===== src/rtl/elevator_scheduler_if.sv =====
// Call inputs, door-timer handshake and status outputs shared by the
// elevator scheduler and whatever drives or observes it.
interface elevator_scheduler_if;
    logic [3:0] car_call;
    logic [3:0] up_call;
    logic [3:0] down_call;
    logic       endOpen;
    logic       StOpen;
    logic [1:0] floor;
    logic [1:0] dir;
    logic       moving;
    logic [3:0] car_pend;
    logic [3:0] up_pend;
    logic [3:0] down_pend;

    modport master (
        output car_call, up_call, down_call, endOpen,
        input  StOpen, floor, dir, moving, car_pend, up_pend, down_pend
    );

    modport slave (
        input  car_call, up_call, down_call, endOpen,
        output StOpen, floor, dir, moving, car_pend, up_pend, down_pend
    );
endinterface


===== src/rtl/elevator_scheduler.sv =====
// Collective (SCAN) request scheduler and floor-by-floor motion sequencer
// for a 4-storey car; hands each stop to the external door-open timer.
module elevator_scheduler #(
    parameter int MOVE_TICKS = 8
) (
    input  logic                 CP,
    input  logic                 rst,
    elevator_scheduler_if.slave  bus
);

    typedef enum logic [2:0] {S_IDLE, S_MOVE, S_CHECK, S_DOOR, S_DECIDE} state_t;
    typedef enum logic [1:0] {DIR_IDLE = 2'b00, DIR_UP = 2'b01, DIR_DN = 2'b10} dir_t;

    localparam logic [6:0] LAST_TICK = 7'(MOVE_TICKS - 1);

    state_t     r_state;
    dir_t       r_dir;
    logic [1:0] r_floor;
    logic [6:0] r_cnt;
    logic       r_stopen;
    logic       r_moving;
    logic [3:0] r_car;
    logic [3:0] r_up;
    logic [3:0] r_dn;

    logic [3:0] w_all;
    logic [3:0] w_here_oh;
    logic       w_above;
    logic       w_below;
    logic       w_here;
    logic       w_beyond;
    logic       w_behind;
    logic       w_stop;
    logic       w_dec_move;
    dir_t       w_dec_dir;
    logic [3:0] w_clr_car;
    logic [3:0] w_clr_up;
    logic [3:0] w_clr_dn;
    logic       w_cleared;
    logic [3:0] w_call_mask;

    assign w_all     = r_car | r_up | r_dn;
    assign w_here_oh = 4'b0001 << r_floor;
    assign w_above   = |(w_all & (4'b1110 << r_floor));
    assign w_below   = |(w_all & ~(4'b1111 << r_floor));
    assign w_here    = |(w_all & w_here_oh);

    // Door already open: calls for the current floor are dropped rather than latched.
    assign w_call_mask = (r_state == S_DOOR) ? ~w_here_oh : '1;

    always_comb begin
        w_beyond   = 1'b0;
        w_behind   = 1'b0;
        w_dec_move = 1'b0;
        w_dec_dir  = r_dir;
        case (r_dir)
            DIR_UP:  begin w_beyond = w_above; w_behind = w_below; end
            DIR_DN:  begin w_beyond = w_below; w_behind = w_above; end
            default: begin w_beyond = 1'b0;    w_behind = 1'b0;    end
        endcase

        // With no travel direction the choice degenerates to up-first.
        if (w_beyond) begin
            w_dec_move = 1'b1;
        end else if (w_behind) begin
            w_dec_move = 1'b1;
            w_dec_dir  = (r_dir == DIR_UP) ? DIR_DN : DIR_UP;
        end else if (r_dir == DIR_IDLE && w_above) begin
            w_dec_move = 1'b1;
            w_dec_dir  = DIR_UP;
        end else if (r_dir == DIR_IDLE && w_below) begin
            w_dec_move = 1'b1;
            w_dec_dir  = DIR_DN;
        end

        w_stop = r_car[r_floor]
               | ((r_dir == DIR_UP) & r_up[r_floor])
               | ((r_dir == DIR_DN) & r_dn[r_floor])
               | ~w_beyond;

        w_clr_car = '0;
        w_clr_up  = '0;
        w_clr_dn  = '0;
        case (r_state)
            S_IDLE: begin
                if (w_here) begin
                    w_clr_car = w_here_oh;
                    w_clr_up  = w_here_oh;
                    w_clr_dn  = w_here_oh;
                end
            end
            S_CHECK: begin
                if (w_stop) begin
                    w_clr_car = w_here_oh;
                    if (r_dir == DIR_UP || !w_beyond) w_clr_up = w_here_oh;
                    if (r_dir == DIR_DN || !w_beyond) w_clr_dn = w_here_oh;
                end
            end
            S_DECIDE: begin
                if (!w_dec_move && w_here) begin
                    w_clr_car = w_here_oh;
                    w_clr_up  = w_here_oh;
                    w_clr_dn  = w_here_oh;
                end
            end
            default: ;
        endcase

        w_cleared = |((w_clr_car & r_car) | (w_clr_up & r_up) | (w_clr_dn & r_dn));
    end

    always_ff @(posedge CP) begin
        if (rst) begin
            r_state  <= S_IDLE;
            r_dir    <= DIR_IDLE;
            r_floor  <= '0;
            r_cnt    <= '0;
            r_stopen <= 1'b0;
            r_moving <= 1'b0;
            r_car    <= '0;
            r_up     <= '0;
            r_dn     <= '0;
        end else begin
            // A clear only loses to a same-cycle call outside DOOR, via the OR after masking.
            r_car <= (r_car & ~w_clr_car) | (bus.car_call & w_call_mask);
            r_up  <= ((r_up & ~w_clr_up) | (bus.up_call & w_call_mask)) & 4'b0111;
            r_dn  <= ((r_dn & ~w_clr_dn) | (bus.down_call & w_call_mask)) & 4'b1110;

            case (r_state)
                S_IDLE: begin
                    if (w_here) begin
                        r_state  <= S_DOOR;
                        r_stopen <= 1'b1;
                    end else if (w_dec_move) begin
                        r_state  <= S_MOVE;
                        r_dir    <= w_dec_dir;
                        r_moving <= 1'b1;
                        r_cnt    <= '0;
                    end
                end
                S_MOVE: begin
                    if (r_cnt == LAST_TICK) begin
                        r_cnt    <= '0;
                        r_state  <= S_CHECK;
                        r_moving <= 1'b0;
                        if (r_dir == DIR_UP)      r_floor <= r_floor + 2'd1;
                        else if (r_dir == DIR_DN) r_floor <= r_floor - 2'd1;
                    end else begin
                        r_cnt <= r_cnt + 7'd1;
                    end
                end
                S_CHECK: begin
                    if (!w_stop) begin
                        r_state  <= S_MOVE;
                        r_moving <= 1'b1;
                    end else if (w_cleared) begin
                        r_state  <= S_DOOR;
                        r_stopen <= 1'b1;
                    end else begin
                        r_state <= S_DECIDE;
                    end
                end
                S_DOOR: begin
                    if (bus.endOpen) begin
                        r_state  <= S_DECIDE;
                        r_stopen <= 1'b0;
                    end
                end
                S_DECIDE: begin
                    if (w_dec_move) begin
                        r_state  <= S_MOVE;
                        r_dir    <= w_dec_dir;
                        r_moving <= 1'b1;
                        r_cnt    <= '0;
                    end else if (w_here) begin
                        r_state  <= S_DOOR;
                        r_stopen <= 1'b1;
                    end else begin
                        r_state <= S_IDLE;
                        r_dir   <= DIR_IDLE;
                    end
                end
                default: r_state <= S_IDLE;
            endcase
        end
    end

    assign bus.StOpen    = r_stopen;
    assign bus.floor     = r_floor;
    assign bus.dir       = r_dir;
    assign bus.moving    = r_moving;
    assign bus.car_pend  = r_car;
    assign bus.up_pend   = r_up;
    assign bus.down_pend = r_dn;

endmodule


===== src/flat_wrapper.sv =====
// flat-port wrapper written by rule: the top's interface ports become plain ports
module elevator_scheduler_flat 
#(
    parameter int MOVE_TICKS = 8
)
  (CP, rst, bus_car_call, bus_up_call, bus_down_call, bus_endOpen, bus_StOpen, bus_floor, bus_dir, bus_moving, bus_car_pend, bus_up_pend, bus_down_pend);
  elevator_scheduler_if bus_i ();
  input  logic CP;
  input  logic rst;
  input wire logic [$bits(bus_i.car_call)-1:0] bus_car_call;
  input wire logic [$bits(bus_i.up_call)-1:0] bus_up_call;
  input wire logic [$bits(bus_i.down_call)-1:0] bus_down_call;
  input wire logic [$bits(bus_i.endOpen)-1:0] bus_endOpen;
  output wire logic [$bits(bus_i.StOpen)-1:0] bus_StOpen;
  output wire logic [$bits(bus_i.floor)-1:0] bus_floor;
  output wire logic [$bits(bus_i.dir)-1:0] bus_dir;
  output wire logic [$bits(bus_i.moving)-1:0] bus_moving;
  output wire logic [$bits(bus_i.car_pend)-1:0] bus_car_pend;
  output wire logic [$bits(bus_i.up_pend)-1:0] bus_up_pend;
  output wire logic [$bits(bus_i.down_pend)-1:0] bus_down_pend;
  assign bus_i.car_call = bus_car_call;
  assign bus_i.up_call = bus_up_call;
  assign bus_i.down_call = bus_down_call;
  assign bus_i.endOpen = bus_endOpen;
  assign bus_StOpen = bus_i.StOpen;
  assign bus_floor = bus_i.floor;
  assign bus_dir = bus_i.dir;
  assign bus_moving = bus_i.moving;
  assign bus_car_pend = bus_i.car_pend;
  assign bus_up_pend = bus_i.up_pend;
  assign bus_down_pend = bus_i.down_pend;
  elevator_scheduler #(.MOVE_TICKS(MOVE_TICKS)) u_core (.CP(CP), .rst(rst), .bus(bus_i));
endmodule

===== config.mk =====
export PLATFORM = sky130hd
export DESIGN_NAME = elevator_scheduler_flat
export DESIGN_NICKNAME = d
export VERILOG_FILES = /design/src/rtl/elevator_scheduler_if.sv /design/src/rtl/elevator_scheduler.sv /design/src/flat_wrapper.sv
export SDC_FILE = /design/constraint.sdc
export NUM_CORES = 1
export LEC_CHECK = 0
export ABC_CLOCK_PERIOD_IN_PS = 3500
export CORE_MARGIN = 4
export CORE_UTILIZATION = 63
export DETAILED_ROUTE_END_ITERATION = 12
export DONT_BUFFER_PORTS = 1
export GPL_TIMING_DRIVEN = 0
export MAX_ROUTING_LAYER = met4
export PLACE_DENSITY_LB_ADDON = 0.08
export SYNTH_ARGS = -nofsm -noshare
export SYNTH_HDL_FRONTEND = slang
export SYNTH_SLANG_ARGS = --single-unit
export TNS_END_PERCENT = 50

===== constraint.sdc =====
create_clock -name CP -period 3.5 [get_ports CP]
set_input_delay 0.7 -clock CP [delete_from_list [all_inputs] [get_ports CP]]
set_output_delay 0.7 -clock CP [all_outputs]
set_load 0.01 [all_outputs]

==> qor.txt, run 1 <==
CP Data Required Time: 3.75 ns
Post-CTS Setup Bufs: 0
Sum Neg Setup Slack: 0 ns
status: completed
num rows: 20
number of routed nets with antenna violations: 0
CP Buf/Inv Count: 2
ANT cells: 0
largest net degree at the start of global routing: 16
routed vias/inst: 6.69
sequential fraction of the synthesis area: 25.6%
worst rel slew slack: 44.8%
Starting Density: 66.0%
IO Count: 33
via count of the first global-routing pass: 1,923
unrepaired setup endpoints after global routing: false
CP peak stage delay: 0.52 ns
class of the worst hold path: input port to flop
critical-path cell list: inv_1 > ha_1 > clkbuf_1 > a221o_1 > a222oi_1 > o211a_1 > a31oi_1 > a21boi_0 > o2111ai_1 > a32o_1
core area: 3080 um2
hold_ws: 0.473 ns
Die X-Extent: 64.8 um
Worst-Skew Late Latency: 0.33 ns
largest area contributor in the netlist: dfxtp_1
clock sink count: 26
f_max: 0.319 GHz
DRT Wirelength: 5.48 mm
die area: 4200 um2
most frequent cells in the layout: 26 x dfxtp_1, 25 x a21oi_1, 24 x o21ai_0
remaining global-route overflow: 0
Hold Fails Final Rpt: 0
Yosys cell types: 62
Max FO, Critical Path: 9
slowest CP cell: a21boi_0
synth top area cells: dfxtp_1 26%, a21oi_1 6.2%, o21ai_0 5.9%
CP delay by family, top: compound AO/OA/AOI/OAI gates
CTS clock-pin slew for the worst setup and hold paths: 0.16 ns
ys flop type: dfxtp_1
Core Util, Final: 69.6%
GPL Wtd Cong: 0.963
placed standard-cell area: 2090 um2
Post-Syn Instances: 265
first-pass GRT wire length: 8.96 mm
area delta synth->final: 5.48%
post-DR wirelength/cell: 17.5 um
Bufs on Longest Clock Path: 2
port bufs: 0
H-tree Lvls: 1
worst-margin pin slew: 0.814 ns
Peak VDD IR: 0.000426 V
layout cell share with drive strength beyond 1: 10.7%
Post-CTS Resized: 0
number of remaining DRC errors: 0
CTS tree: done
initial antenna violation count: 0
register bit count reported by yosys: 26
number of synthesized flops with an enable pin: 0
height of the chip: 64.8 um
maxcap violations: 0
nets: 290
CP endpoint kind: flop
Setup CP Type: flop to flop
Post-Route Skew: 0.00614 ns
commonest non-fill, non-tap cell in the layout: dfxtp_1
Synth top area share: 25.6%
Total Routing Usage GR: 27.6%
synth warn: 0
CTS buffer count: 3
Vias: 2,102
FFs w/ async S/R, synth: 0%
Avg Inst Size Synth: 7.66 um2
P_leak: 0.794 nW
final cycle utilization of the critical path: 89.7%
Critical Path AT: 3.39 ns
Synth Cell Area: 2030 um2
Max Slew Vio Count: 0
DR pass1 iterations: 5
power per cell area: 610 nW/um2
fin crit period: 3.14 ns
root buf cell: clkbuf_4
final non-filler cell area: 2140 um2
hpwl dp: 4.05 mm
Post-CTS Hold Buffers: 0
DR iter-0 viols: 347
final setup fails: 0
Startpoint Class: flop
==> sequential cells by signal, summed over array words and instances, names as in the netlist <==
| name | count |
|---|---|
| u_core.r_cnt | 7 |
| u_core.bus.car_pend | 4 |
| u_core.bus.down_pend | 3 |
| u_core.bus.up_pend | 3 |
| u_core.r_state | 3 |
| u_core.bus.dir | 2 |
| u_core.bus.floor | 2 |
| u_core.bus.StOpen | 1 |
| u_core.bus.moving | 1 |
==> layout make-up <==
cell class | count | area (um2)
multi-input combinational | 215 | 1350
fill | 271 | 936
sequential | 26 | 520
buffer | 16 | 126
tap | 44 | 55.1
inverter | 9 | 33.8
clock inverter | 1 | 30.0
clock buffer | 3 | 22.5
==> worst register-to-register path, delay by kind of cell (launching register included) <==
family          cells  cell delay [ns]
compound gates      7             2.13
fa+ha+maj           1             0.20
flops               1             0.43
buf+inv             2             0.30
==> through the flow <==
step,worst slack [ns],cells,power [mW]
global route,0.123,314,1.40
detailed placement,0.445,310,1.07
finish,0.361,314,1.31
global placement,0.437,310,1.07
floorplan,0.823,266,0.924
CTS,0.379,314,1.29
==> logic make-up (layout without fill, tap and decap cells) <==
group / after synthesis / after routing / synth area share, %
buf+inv: 25 / 29 / 7.89
compound gates: 95 / 95 / 30.6
fa+ha+maj: 5 / 5 / 3.02
simple gates: 102 / 102 / 26.1
flops: 26 / 26 / 25.6
xor+xnor: 4 / 4 / 1.73
other cells: 1 / 2 / 0.185
mux: 7 / 7 / 4.87
==> routing by layer <==
layer / wire [um] / global-route usage [%]
met2: 2640 / 44.1
met5: 0 / -
met4: 132 / 11.3
met3: 454 / 3.99
met1: 2260 / 35.0
==> power breakdown <==
group	total [mW]	leakage, nW	internal [mW]	switching (mW)
Sequential	0.406	0.214	0.345	0.0612
Clock	0.215	0.0279	0.116	0.0995
Combinational	0.684	0.551	0.248	0.437
==> path summary, 6_finish.rpt <==
path	slack, ns	cells after the start	start	end
worst max register to register	0.36	10	u_core.bus.dir[0]$_SDFFE_PP0P_	u_core.bus.StOpen$_SDFFE_PP0P_
worst min register to register	0.51	2	u_core.r_cnt[6]$_SDFFE_PP0P_	u_core.r_cnt[6]$_SDFFE_PP0P_
worst max-delay path	0.36	10	u_core.bus.dir[0]$_SDFFE_PP0P_	u_core.bus.StOpen$_SDFFE_PP0P_
worst min-delay path	0.47	2	bus_down_call[2]	u_core.bus.down_pend[2]$_SDFF_PP0_
==> synth_stat cells (3+ instances only) <==
library cell	count
clkbuf_1	7
o21ai_0	24
o2111ai_1	3
nand2_1	21
xor2_1	3
clkbuf_8	5
nor2b_1	6
o31ai_1	3
nor2_1	23
a211oi_1	4
and3_1	4
or3_1	8
nand2b_1	4
and2_1	4
mux2_2	3
dfxtp_1	26
ha_1	4
a21oi_1	25
nor3_1	8
a31oi_1	3
o22ai_1	3
or2_2	6
nand3_1	6
inv_1	9
(Power assumes the default switching activity.)
==> inputs of run 2 (changes only) <==
Settings changed: GPL_ROUTABILITY_DRIVEN from default to 0, RECOVER_POWER from default to 50.
==> run 2 against run 1 <==
Effect of this change:
- power fell by 0.61%
- sequential power barely moved
- cell area did not move
- worst setup slack got worse by 0.0048 ns
- utilization did not move
- sequential cell count did not move
- combinational power fell by 0.9%
- clock skew rose by 0.0051 ns
- register-to-register slack barely moved
- highest routed layer unchanged
==> qor.txt, run 2 (same netlist as run 1, synthesis figures left out) <==
most frequent cells in the layout: 26 x dfxtp_1, 25 x a21oi_1, 24 x o21ai_0
core area: 3080 um2
R2R depth: 10
Starting Density: 66.0%
root buf cell: clkbuf_4
nets: 290
f_max: 0.318 GHz
DR pass1 iterations: 5
Post-CTS Hold Buffers: 0
CTS clock-pin slew for the worst setup and hold paths: 0.16 ns
CP Data Required Time: 3.75 ns
final non-filler cell area: 2140 um2
Total Routing Usage GR: 27.2%
Sum Neg Setup Slack: 0 ns
DRT Wirelength: 5.26 mm
DR iter-0 viols: 211
Post-Route Skew: 0.0112 ns
Logic pwr share: 52.3%
Hold Startpoint: bus_down_call[2]
port bufs: 0
die area: 4200 um2
number of routed nets with antenna violations: 0
Reg power frac: 31.3%
clock network power share: 16.5%
critical-path cell list: inv_1 > ha_1 > clkbuf_1 > a221o_1 > a222oi_1 > o211a_1 > a31oi_1 > a21boi_0 > o2111ai_1 > a32o_1
fillers: 293
initial antenna violation count: 0
hold path depth: 2
layout cell share with drive strength beyond 1: 10.7%
Die X-Extent: 64.8 um
final setup fails: 0
final cycle utilization of the critical path: 89.8%
Register-to-Register Setup Slack: 0.36 ns
hpwl dp: 4.04 mm
first-pass GRT wire length: 8.87 mm
height of the chip: 64.8 um
clock sink count: 26
CTS tree: done
worst rel slew slack: 45.4%
post-DR wirelength/cell: 16.7 um
class of the worst hold path: input port to flop
Max FO, Critical Path: 9
Peak VDD IR: 0.000375 V
Startpoint Class: flop
Top reg by flops: u_core.r_cnt
commonest non-fill, non-tap cell in the layout: dfxtp_1
power per cell area: 606 nW/um2
maxcap violations: 0
Worst-Skew Late Latency: 0.33 ns
routed vias/inst: 6.60
CP peak stage delay: 0.49 ns
max reg flops: 7
placed standard-cell area: 2090 um2
remaining global-route overflow: 0
worst-margin pin slew: 0.807 ns
via count of the first global-routing pass: 1,918
H-tree Lvls: 1
switching power: 590 uW
status: completed
Int Power: 708 uW
Vias: 2,071
Hold Fails Final Rpt: 0
switching portion of total power: 45.5%
slowest CP cell: a21boi_0
largest net degree at the start of global routing: 16
Bufs on Longest Clock Path: 2
fin crit period: 3.14 ns
IO Count: 33
Max Slew Vio Count: 0
reg2reg start: u_core.bus.dir[0]$_SDFFE_PP0P_
area delta synth->final: 5.48%
Hold EP: u_core.bus.down_pend[2]$_SDFF_PP0_
CP endpoint kind: flop
Critical Path AT: 3.39 ns
R2R Path End: u_core.bus.StOpen$_SDFFE_PP0P_
Post-CTS Resized: 0
Setup CP Type: flop to flop
Post-CTS Setup Bufs: 0
unrepaired setup endpoints after global routing: false
CTS buffer count: 3
num rows: 20
CP delay by family, top: compound AO/OA/AOI/OAI gates
CP Buf/Inv Count: 2
number of remaining DRC errors: 0
ANT cells: 0
P_leak: 0.794 nW
==> run 2: cell counts in the layout (fill, tap and decap cells not counted) <==
No cell type changed its count.
==> run 2: layer usage <==
| layer | track usage [%] | wire length, um |
|---|---|---|
| met2 | 44.3 | 2470 |
| met1 | 33.8 | 2230 |
| met4 | 10.8 | 135 |
| met3 | 4.16 | 429 |
| met5 | - | 0 |
==> run 2: area by class of cell <==
type / count / area [um2] / area share, %
inverters: 9 / 33.8 / 1.58
clock inverters: 1 / 30.0 / 1.40
well taps: 44 / 55.1 / 2.57
plain buffers: 16 / 126 / 5.90
clock buffers: 3 / 22.5 / 1.05
multi-input cells: 215 / 1350 / 63.2
flip-flops and latches: 26 / 520 / 24.3
==> run 2: per-stage QoR <==
stage | worst slack [ns] | power (mW) | instances | util (%) | hold WS [ns]
6_report | 0.356 | 1.30 | 314 | 69.6 | 0.472
3_3_place_gp | 0.441 | 1.06 | 310 | 67.9 | 0.481
3_5_place_dp | 0.411 | 1.08 | 310 | 67.9 | 0.488
2_1_floorplan | 0.823 | 0.924 | 266 | - | 0.458
4_1_cts | 0.395 | 1.29 | 314 | 69.6 | 0.475
5_1_grt | 0.173 | 1.40 | 314 | 69.6 | 0.471
==> run 2: power by group through the flow <==
| stage | registers [mW] | logic [mW] | clock network (mW) |
|---|---|---|---|
| 4_1_cts | 0.405 | 0.665 | 0.216 |
| 3_5_place_dp | 0.413 | 0.662 | 0 |
| 3_3_place_gp | 0.411 | 0.653 | 0 |
| 5_1_grt | 0.414 | 0.761 | 0.226 |
| 2_1_floorplan | 0.397 | 0.527 | 0 |
| 6_report | 0.406 | 0.678 | 0.214 |
==> run 2: how the worst max path moves through the flow <==
| stage | startpoint | cells after the start | slack [ns] | endpoint |
|---|---|---|---|---|
| 2_1_floorplan | u_core.bus.dir[0]$_SDFFE_PP0P_ | 10 | 0.82 | u_core.bus.StOpen$_SDFFE_PP0P_ |
| 3_3_place_gp | u_core.bus.dir[0]$_SDFFE_PP0P_ | 10 | 0.44 | u_core.bus.StOpen$_SDFFE_PP0P_ |
| 3_5_place_dp | u_core.bus.dir[0]$_SDFFE_PP0P_ | 10 | 0.41 | u_core.bus.StOpen$_SDFFE_PP0P_ |
| 4_1_cts | u_core.bus.dir[0]$_SDFFE_PP0P_ | 10 | 0.40 | u_core.bus.StOpen$_SDFFE_PP0P_ |
| 5_1_grt | u_core.bus.dir[0]$_SDFFE_PP0P_ | 10 | 0.17 | u_core.bus.StOpen$_SDFFE_PP0P_ |
| 6_report | u_core.bus.dir[0]$_SDFFE_PP0P_ | 10 | 0.36 | u_core.bus.StOpen$_SDFFE_PP0P_ |
==> inputs of run 3 (changes only) <==
Settings changed: CORE_UTILIZATION 63 to 50, SKIP_CTS_REPAIR_TIMING from default to 1.
==> run 3 against run 2 <==
Effect of this change:
- wire length is 2.0% higher
- largest cell class unchanged
- combinational power grew 0.7%
- clock power decreased by 5%
- critical endpoint unchanged
- critical path depth stayed put
- highest routed layer unchanged
==> qor.txt, run 3 (same netlist as run 1, synthesis figures left out) <==
status: completed
Max Slew Vio Count: 0
area delta synth->final: 5.85%
die area: 5150 um2
Vias: 2,001
Bufs on Longest Clock Path: 2
unrepaired setup endpoints after global routing: false
hold_ws: 0.505 ns
placed standard-cell area: 2090 um2
Sum Neg Setup Slack: 0 ns
number of routed nets with antenna violations: 0
Peak VDD IR: 0.000484 V
R2R depth: 10
ANT cells: 0
Startpoint Class: flop
f_max: 0.321 GHz
CTS clock-pin slew for the worst setup and hold paths: 0.09 ns
CTS buffer count: 3
worst rel slew slack: 44.7%
IO Count: 33
via count of the first global-routing pass: 1,886
routed vias/inst: 6.29
remaining global-route overflow: 0
Post-Route Skew: 0.00941 ns
DR pass1 iterations: 4
Setup CP Type: flop to flop
commonest non-fill, non-tap cell in the layout: dfxtp_1
fin crit period: 3.12 ns
H-tree Lvls: 1
CTS tree: done
number of remaining DRC errors: 0
root buf cell: clkbuf_8
fillers: 376
first-pass GRT wire length: 8.98 mm
height of the chip: 71.7 um
max reg flops: 7
largest net degree at the start of global routing: 15
final setup fails: 0
Total Routing Usage GR: 21.9%
DRT Wirelength: 5.37 mm
clock sink count: 26
port bufs: 0
class of the worst hold path: flop to flop
Register-to-Register Setup Slack: 0.38 ns
Hold Fails Final Rpt: 0
power per cell area: 600 nW/um2
Critical Path AT: 3.29 ns
core area: 3800 um2
CP Data Required Time: 3.67 ns
layout cell share with drive strength beyond 1: 10.7%
Top reg by flops: u_core.r_cnt
worst-margin pin slew: 0.816 ns
Starting Density: 53.5%
final non-filler cell area: 2150 um2
initial antenna violation count: 0
post-DR wirelength/cell: 16.9 um
P_leak: 0.794 nW
num rows: 22
CP endpoint kind: flop
hpwl dp: 4.18 mm
maxcap violations: 0
Max FO, Critical Path: 9
DR iter-0 viols: 232
Worst-Skew Late Latency: 0.28 ns
hold path depth: 2
final cycle utilization of the critical path: 89.0%
most frequent cells in the layout: 26 x dfxtp_1, 25 x a21oi_1, 24 x o21ai_0
Die X-Extent: 71.7 um
nets: 290
-- run 3: where the power goes --
part           switching [mW]  leakage (nW)  total, mW  internal (mW)
registers              0.0602         0.214      0.405          0.345
clock network           0.102        0.0288      0.203          0.101
logic                   0.435         0.551      0.683          0.247
-- run 3: layout make-up --
type                            instances  area [um2]  share of cell area, %
Inverter                                9        33.8                   1.57
Tap cell                               48        60.1                   2.79
Multi-Input combinational cell        215        1350                   63.0
Clock buffer                            4        55.1                   2.56
Buffer                                 16         126                   5.88
Sequential cell                        26         520                   24.2
-- run 3: worst paths after layout --
| kind | endpoint | start |
|---|---|---|
| worst min register to register | u_core.r_cnt[6]$_SDFFE_PP0P_ | u_core.r_cnt[6]$_SDFFE_PP0P_ |
| worst max-delay path | u_core.bus.StOpen$_SDFFE_PP0P_ | u_core.bus.dir[0]$_SDFFE_PP0P_ |
| worst min-delay path | u_core.r_cnt[6]$_SDFFE_PP0P_ | u_core.r_cnt[6]$_SDFFE_PP0P_ |
| worst max register to register | u_core.bus.StOpen$_SDFFE_PP0P_ | u_core.bus.dir[0]$_SDFFE_PP0P_ |
-- run 3: per-stage QoR --
step / total power [mW] / cells / setup WS (ns) / utilization (%)
6_report: 1.29 / 318 / 0.385 / 56.6
5_1_grt: 1.39 / 318 / 0.143 / 56.6
4_1_cts: 1.28 / 318 / 0.398 / 56.6
3_5_place_dp: 1.08 / 314 / 0.416 / 55.1
3_3_place_gp: 1.08 / 314 / 0.390 / 55.1
2_1_floorplan: 0.924 / 266 / 0.823 / -
-- run 3: per-layer routing --
layer	up-vias	part of all wire (%)	GRT usage [%]
met5	-	0	-
met4	0	1.1	5.43
met3	6	7.0	5.05
met2	66	43	31.5
met1	936	48	30.7
li1	993	-	-
-- run 3: worst max-delay path: stages, from the launching register on --
cell       delay (ns)
dfxtp_1          0.41
inv_1            0.10
ha_1             0.20
clkbuf_1         0.20
a221o_1          0.38
a222oi_1         0.33
o211a_1          0.28
a31oi_1          0.18
a21boi_0         0.49
o2111ai_1        0.19
a32o_1           0.24
